==> config.mk <==
export PLATFORM = sky130hd
export DESIGN_NAME = bit_scan_encoder
export DESIGN_NICKNAME = d
export VERILOG_FILES = /design/src/rtl/bit_scan_encoder.sv
export SDC_FILE = /design/constraint.sdc
export NUM_CORES = 1
export LEC_CHECK = 0
export ABC_CLOCK_PERIOD_IN_PS = 4500
export CORE_ASPECT_RATIO = 1.75
export CORE_UTILIZATION = 30
export DETAILED_ROUTE_END_ITERATION = 10
export PLACE_DENSITY_LB_ADDON = 0.2
export SLEW_MARGIN = 5
export SYNTH_ARGS = -nofsm -noshare
export SYNTH_HDL_FRONTEND = slang
export SYNTH_SLANG_ARGS = --single-unit
==> constraint.sdc <==
create_clock -name clk -period 4.5 [get_ports clk]
set_clock_uncertainty 0.1 [all_clocks]
set_input_delay 0.9 -clock clk [delete_from_list [all_inputs] [get_ports clk]]
set_output_delay 0.9 -clock clk [all_outputs]
set_load 0.05 [all_outputs]
==> src/rtl/bit_scan_encoder.sv <==
// Multi-hot to binary index serializer: accepts a request vector and streams
// the index of every set bit, lowest first, one beat per handshake.
module bit_scan_encoder #(
    parameter int WIDTH = 8,
    parameter int IDX_W = 3
) (
    input  logic             clk,
    input  logic             rst,
    input  logic             in_valid,
    output logic             in_ready,
    input  logic [WIDTH-1:0] in_vec,
    output logic             out_valid,
    input  logic             out_ready,
    output logic [IDX_W-1:0] out_idx,
    output logic             out_last,
    output logic             out_none,
    output logic [IDX_W:0]   out_count
);

    typedef enum logic {
        IDLE = 1'b0,
        EMIT = 1'b1
    } state_t;

    state_t           state_reg, state_next;
    logic [WIDTH-1:0] pend_reg, pend_next;
    logic             out_valid_reg, out_valid_next;
    logic [IDX_W-1:0] out_idx_reg, out_idx_next;
    logic             out_last_reg, out_last_next;
    logic             out_none_reg, out_none_next;
    logic [IDX_W:0]   out_count_reg, out_count_next;
    logic             load_beat;
    logic             accept;
    logic [WIDTH-1:0] lowest_onehot;
    logic [IDX_W-1:0] low_idx;

    function automatic logic [IDX_W:0] popcount(input logic [WIDTH-1:0] v);
        logic [IDX_W:0] c;
        c = '0;
        for (int i = 0; i < WIDTH; i++) begin
            c = c + (IDX_W+1)'(v[i]);
        end
        return c;
    endfunction

    assign in_ready = (state_reg == IDLE) & ~rst;
    assign accept   = in_valid & in_ready;

    // Isolate the lowest set bit of the next pending vector, then OR-encode it.
    assign lowest_onehot = pend_next & (~pend_next + WIDTH'(1));

    genvar gi, gj;
    generate
        for (gi = 0; gi < IDX_W; gi++) begin : g_enc
            logic [WIDTH-1:0] sel;
            for (gj = 0; gj < WIDTH; gj++) begin : g_sel
                assign sel[gj] = (((gj >> gi) & 1) != 0);
            end
            assign low_idx[gi] = |(lowest_onehot & sel);
        end
    endgenerate

    always_comb begin
        state_next     = state_reg;
        pend_next      = pend_reg;
        out_valid_next = out_valid_reg;
        out_none_next  = out_none_reg;
        out_count_next = out_count_reg;
        load_beat      = 1'b0;
        case (state_reg)
            IDLE: begin
                if (accept) begin
                    state_next     = EMIT;
                    pend_next      = in_vec;
                    out_valid_next = 1'b1;
                    out_none_next  = (in_vec == '0);
                    out_count_next = popcount(in_vec);
                    load_beat      = 1'b1;
                end
            end
            EMIT: begin
                if (out_ready) begin
                    if (out_last_reg) begin
                        state_next     = IDLE;
                        pend_next      = '0;
                        out_valid_next = 1'b0;
                        out_none_next  = 1'b0;
                        out_count_next = '0;
                    end else begin
                        // Drop the bit just delivered; next beat follows with no bubble.
                        pend_next = pend_reg & (pend_reg - WIDTH'(1));
                        load_beat = 1'b1;
                    end
                end
            end
            default: begin
                state_next     = IDLE;
                pend_next      = '0;
                out_valid_next = 1'b0;
                out_none_next  = 1'b0;
                out_count_next = '0;
            end
        endcase
    end

    // A zero vector also reads as "last", giving its single out_none beat.
    always_comb begin
        out_idx_next  = out_idx_reg;
        out_last_next = out_last_reg;
        if (load_beat) begin
            out_idx_next  = low_idx;
            out_last_next = ((pend_next & (pend_next - WIDTH'(1))) == '0);
        end else if (state_next == IDLE) begin
            out_idx_next  = '0;
            out_last_next = 1'b0;
        end
    end

    always_ff @(posedge clk) begin
        if (rst) begin
            state_reg     <= IDLE;
            pend_reg      <= '0;
            out_valid_reg <= 1'b0;
            out_idx_reg   <= '0;
            out_last_reg  <= 1'b0;
            out_none_reg  <= 1'b0;
            out_count_reg <= '0;
        end else begin
            state_reg     <= state_next;
            pend_reg      <= pend_next;
            out_valid_reg <= out_valid_next;
            out_idx_reg   <= out_idx_next;
            out_last_reg  <= out_last_next;
            out_none_reg  <= out_none_next;
            out_count_reg <= out_count_next;
        end
    end

    assign out_valid = out_valid_reg;
    assign out_idx   = out_idx_reg;
    assign out_last  = out_last_reg;
    assign out_none  = out_none_reg;
    assign out_count = out_count_reg;

endmodule

### Word level (Yosys, flattened, before mapping)

Index checks and enable logic that the tools add are counted.

| storage, ports and cells | value |
|---|---|
| word-level logic and storage cells | 59 |
| bits of input ports | 12 |
| output and inout port bits | 11 |
| flip-flop bits (word level) | 19 |

| cells by class | value |
|---|---|
| $add $sub $neg | 10 |
| bitwise logic cells | 8 |
| mux-type cells | 24 |
| equality and inequality tests | 4 |
| reductions and logical operators | 6 |

Operators with widths:

| cell | count |
|---|---|
| 8-bit bitwise AND | 3 |
| 8-bit two-way mux | 3 |
| 4-bit by 1-bit adder with 4-bit output | 4 |
| 8-bit zero test | 2 |
| 8-bit one-hot mux with 2 select lines | 1 |
| 8-bit by 1-bit subtractor with 8-bit output (second input constant) | 2 |
| 4-bit two-way mux | 3 |
| 4-bit OR reduction | 3 |
| 1-bit two-way mux | 10 |
| 8-bit by 1-bit adder with 8-bit output (second input constant) | 1 |
| 8-bit inverter | 1 |
| 1-bit one-hot mux with 2 select lines | 4 |
| 4-bit one-hot mux with 2 select lines | 1 |
| 3-bit two-way mux | 2 |
| 3-bit by 1-bit adder with 4-bit output | 1 |
| 2-bit by 1-bit inequality test with 1-bit output (second input constant) | 2 |
| 2-bit inequality test (second input constant) | 2 |
| 2-bit by 1-bit adder with 3-bit output | 1 |
| 3-bit AND reduction | 1 |
| 1-bit by 1-bit adder with 2-bit output | 1 |
| 1-bit bitwise AND | 2 |
| 1-bit inverter | 2 |

### Longest topological paths before layout

| logic depth | value |
|---|---|
| depth after elaboration | 10 |
| gate-level depth with buffers | 10 |

### Least setup slack after synthesis

No wires, ideal clock.

| path | value |
|---|---|
| kind | input to register |
| from | in in_vec[0] |
| to | reg out_count_reg[2], in the netlist out_count[2] |
| buffers on the path | 0 |
| setup slack | 0.961 ns |
| stages on the path | 10 |
| setup time | 0.128 ns |
| data arrival time | 3.311 ns |
| required time | 4.272 ns |
| cell sequence | fa_1 inv_1 fa_1 fa_1 inv_1 ha_1 fa_1 xor2_1 a22oi_1 nor2_1 |

| between the ends | value |
|---|---|
| longest elaborated chain between the ends | 9 |

RTL lines:

| item | line | source |
|---|---|---|
| from (decl) | 11 | `input logic [WIDTH-1:0] in_vec,` |
| 1-bit by 1-bit adder with 2-bit output | 41 | `c = c + (IDX_W+1)'(v[i]);` |
| 2-bit by 1-bit adder with 3-bit output | 41 |  |
| 3-bit by 1-bit adder with 4-bit output | 41 |  |
| 4-bit by 1-bit adder with 4-bit output (4 in series) | 41 |  |
| 4-bit two-way mux | 72 | `if (accept) begin` |
| 4-bit one-hot mux with 2 select lines | 70 | `case (state_reg)` |
| to (signal assigned) | 135 | `out_count_reg <= out_count_next;` |
| to (decl) | 31 | `logic [IDX_W:0] out_count_reg, out_count_next;` |

Every way passes these cells. The select of a mux whose other input is x is not followed.
A chain may end at the register's enable or synchronous reset.

### Worst setup path after layout

Same ends and word-level chain as after synthesis.

==> summary.txt <==
status -> completed
placed cell area -> 1520 um2
clk_lat worst skew -> 270 ps
most common cell after layout, fill and taps aside -> clkdlybuf4s50_1
top_reg_cell synth -> dfxtp_1
WHS -> 353 ps
Area growth, synth to finish -> 24.5%
Avg Inst Size Synth -> 8.01 um2
worst min path class -> reg -> reg
initial DRC count -> 21
Distinct cells, synth -> 44
Slew Viols, Final -> 0
ys async rst share -> 0
Power Total -> 0.504 mW
Remaining DRCs -> 0
syn_nets -> 177
IO Port Bufs -> 22
Critical Path Most Common Cell -> fa_1
Vias -> 1267
endpoints failing setup -> 0
layout cells sized above 1 -> 0.0449
WP buf/inv -> 3
area fraction of the dominant cell type after synthesis -> 0.302
Max-Cap Viols -> 0
reg-to-reg setup timing slack -> 1900 ps
fill count -> 417
Core ar. -> 3940 um2
number of flops mapped to enable cells by yosys -> 0
cts bufs inserted -> 3
Die Span Y -> 87.6 um
Die ar. -> 4460 um2
worst stage delay on the critical path -> 560 ps
critical setup path kind -> in -> reg
crit path capture type -> flip-flop
largest fanout on the critical path -> 4
P_leak -> 0.645 nW
placed insts -> 222
most frequent cells in the layout -> clkdlybuf4s50_1 (22), dfxtp_1 (19), nand2_1 (16)
Post-Synthesis Cells -> 157
site row count -> 30
Hold-fix buffers, CTS -> 0
IO Pins -> 23
Final Hold Viols -> 0
Seq/Total Area, Yosys -> 0.302
Die Wd -> 50.9 um
RSZ-0062 raised after global routing -> false
yosys warns -> 0
VDD IR max -> 0.172 mV
Cell Count, Final, Fillers Out -> 226
Final Critical Period -> 3870 ps
initial antenna violation count -> 0
Post-DRT Antenna Nets -> 0
GRT Total Usage -> 0.183
CTS tree -> done
CP Data Required Time -> 4550 ps
PwrDens -> 322 nW/um2
Least-Margin Pin Slew -> 632 ps
startpoint types -> input port
vias in the first global route -> 1266
Final period util -> 0.860
CTS root buffer -> clkbuf_8
Num Clock Sinks -> 19
area leader, netlist -> dfxtp_1
DP Wirelength -> 2870 um
first-pass GRT wire length -> 6090 um
max reg flops -> 8
final WL -> 3600 um
crit path DAT -> 3920 ps
diode count -> 0
final layout net count -> 199
Clock transition at path regs -> 80 ps
Post-Synthesis Cell Area -> 1260 um2
#FFs+latches synth -> 19
Setup Fix Bufs, Post-CTS -> 0
Slowest cell on crit path -> fa_1
htree depth -> 1
RePlAce Congestion -> 0.915
final instance area -> 1570 um2
synth top area cells -> dfxtp_1 (30%), fa_1 (6.4%), a21oi_1 (4.8%)
First-pass DRT Iterations -> 4
PostCTS Resize Cnt -> 0
Critical Path, Cell by Cell -> clkdlybuf4s50_1, fa_1, inv_1, fa_1, fa_1, inv_1, ha_1, fa_1, xor2_1, a22oi_1, nor2_1
Vias/cell -> 5.61
Clock Path Buffers -> 2
f_max -> 0.258 GHz
Starting Density -> 0.319
CP top delay family -> adder cells
Overflow after GRT -> 0
max_slew headroom -> 0.573
pin count of the biggest net entering global routing -> 24
setup_tns -> 0 ps
WL/cell -> 15.9 um
## cells by family after synthesis
logic type	Yosys count	synth area share
and+or+nand+nor	63	0.265
AOI/OAI and AO/OA	45	0.247
buffers and inverters	19	0.0597
DFF	19	0.302
adders and majority gates	8	0.103
muxes	2	0.0159
xor gates and xnor gates	1	0.00697
## metal layers
metal | vias to the layer above | track usage | part of all wire
met5 | - | 0 | 0
met4 | 0 | 0.129 | 0.052
met3 | 16 | 0.0260 | 0.034
met2 | 34 | 0.339 | 0.55
met1 | 602 | 0.179 | 0.37
li1 | 615 | - | -
## where the power goes
| group | internal [mW] | switching [mW] |
|---|---|---|
| Sequential | 0.180 | 0.0164 |
| Clock | 0.0618 | 0.0645 |
| Combinational | 0.0720 | 0.109 |
| Total | 0.314 | 0.190 |
## metrics by stage
stage | worst slack [ps] | utilization
CTS | 621 | 0.397
detailed placement | 347 | 0.385
finish | 631 | 0.397
global route | 506 | 0.397
floorplan | 961 | -
global placement | 381 | 0.385
## layout make-up
| class | count | area [um2] | share of cell area |
|---|---|---|---|
| clock buffers | 3 | 41.3 | 0.0264 |
| clock inverters | 1 | 5.00 | 0.00320 |
| inverters | 13 | 48.8 | 0.0312 |
| multi-input cells | 119 | 802 | 0.512 |
| flip-flops and latches | 19 | 380 | 0.243 |
| well taps | 48 | 60.1 | 0.0384 |
| repair buffers | 23 | 228 | 0.145 |
## final timing paths
check | startpoint | end | cells past startpoint
setup / recovery | in_vec[0] | out_count[2] | 11
hold / removal | out_idx[2] | out_idx[2] | 2
setup reg to reg | state_reg | out_last | 6
hold reg to reg | out_idx[2] | out_idx[2] | 2
## synthesized netlist by cell type (all sizes together), types with 2 or more instances
library cell,n
mux2i,2
nand4,2
o22ai,4
a21oi,12
buf,3
nor2b,2
nor3,4
clkbuf,3
nor4,3
nor4bb,5
nand2,16
a31oi,4
fa,4
ha,4
o21ai,5
o211ai,2
nand3,5
inv,13
or3,2
o311ai,2
dfxtp,19
nor2,15
a22oi,4
and2,4
## worst register-to-register path, stage by stage, from the launching register on
cell      delay [ps]
dfxtp_1          670
a21boi_1         600
o311ai_0         380
nand4_1          280
nor4_1            90
o32ai_1          310
a21oi_1           60
(Power assumes the default switching activity.)
==> variant (config.mk and constraints unchanged) <==
Put one more register stage on the output `out_count`, without a reset. The value now appears one clock later. The other outputs are not delayed to match.
--- a/src/rtl/bit_scan_encoder.sv
+++ b/src/rtl/bit_scan_encoder.sv
@@ -140,7 +140,9 @@
     assign out_idx   = out_idx_reg;
     assign out_last  = out_last_reg;
     assign out_none  = out_none_reg;
-    assign out_count = out_count_reg;
+    always_ff @(posedge clk) begin
+        out_count <= out_count_reg;
+    end
 
 endmodule
 
Function: changed (Yosys sat finds a counterexample within 4 cycles, from zero or initial values and one cycle with rst high).
==> variant against the unedited design <==
- setup slack improved by 0.021 ns
- area after synthesis rose by 11%
- sequential share of layout area rose by 2.5 points
- wire length is 4.8% higher
- sequential cell count rose by 4
- design area is 9.6% higher
- global-route usage shrank 0.83 points
- total power is 11% higher
- largest cell class unchanged
==> variant: results (changes against the unedited design) <==
sequential share of cell area 26.8% (+2.5 points); Synth Area in XOR/XNOR 0.629% (-0.068 points); WL met1 1480 um (+12%); top cells by count, synth dfxtp_1 (23), nor2_1 (22), inv_1 (16); global-route wire length before repair 6240 um (+2.6%); Final clock-cell share 2.70% (-0.26 points); WHS Endpoint out_count[1]$_DFF_P_; GR Util met2 31.5% (-2.4 points); worst vdd ir 0.000158 V (-8.0%); Synth top area share 33.1% (+2.8 points); Adder-Cell Fraction of Synth Area 10.9% (+0.52 points); outcome completed; hold_sp out_count_reg[1]$_SDFFE_PP0P_; count of multi-input gates 117 (-1.7%); Non-clk bufs 24 (+4.3%); DR vias/cell 5.52 (-1.6%); Critical Path AT 3.89 ns (-0.03 ns); register area share after synthesis 33.1% (+2.8 points); Setup WS pre-CTS 0.360 ns (+0.0125 ns); hold depth 0 (-2); top post-synthesis cells by area dfxtp_1 (33%), nor2_1 (5.9%), fa_1 (5.8%); mux cell area share after synthesis 2.96% (+1.4 points); GR met1 Demand/Resource 18.2% (+0.28 points); Cell variety after synth 52 (+18%); Rel. slew slack 65.6% (+8.3 points); met3 usage 2.49% (-0.12 points); multi-input logic area 850 sq um (+5.9%)
==> variant: kinds of logic after synthesis <==
logic type | after synthesis
fa+ha+maj | 10
mux | 4
flops | 23
compound gates | 40
xor+xnor | 1
simple gates | 62
buf+inv | 21
==> variant: through the flow <==
step	hold slack, ns	instances	power [mW]	instance area [sq um]
6_report	0.259	235	0.560	1720
5_1_grt	0.271	235	0.597	1720
3_5_place_dp	0.249	231	0.428	1670
2_1_floorplan	0.231	161	0.368	1390
4_1_cts	0.258	235	0.566	1720
3_3_place_gp	0.244	231	0.427	1670
==> variant: worst max path at each step <==
stage / end / from / cells after the start / slack, ns
after floorplan: out_count_reg[2]$_SDFFE_PP0P_ / in_vec[0] / 10 / 0.96
after global placement: out_count_reg[2]$_SDFFE_PP0P_ / in_vec[0] / 11 / 0.40
after detailed placement: out_count_reg[2]$_SDFFE_PP0P_ / in_vec[0] / 11 / 0.36
after CTS: out_count_reg[2]$_SDFFE_PP0P_ / in_vec[0] / 11 / 0.64
after global routing: out_count_reg[2]$_SDFFE_PP0P_ / in_vec[0] / 11 / 0.51
final: out_count_reg[2]$_SDFFE_PP0P_ / in_vec[0] / 11 / 0.65
==> variant: worst reg2reg max path, cell delays in order, from the launching register on <==
cell	delay, ns
dfxtp_1	0.63
inv_1	0.29
a311oi_2	0.51
nand3_1	0.24
a2111oi_0	0.49
a21oi_1	0.11
o31ai_2	0.22
==> variant: power by group <==
group	total, mW	internal [mW]	leakage [nW]	switching (mW)
clock network	0.136	0.0621	0.0255	0.0738
registers	0.235	0.219	0.188	0.0165
logic	0.190	0.0767	0.500	0.113
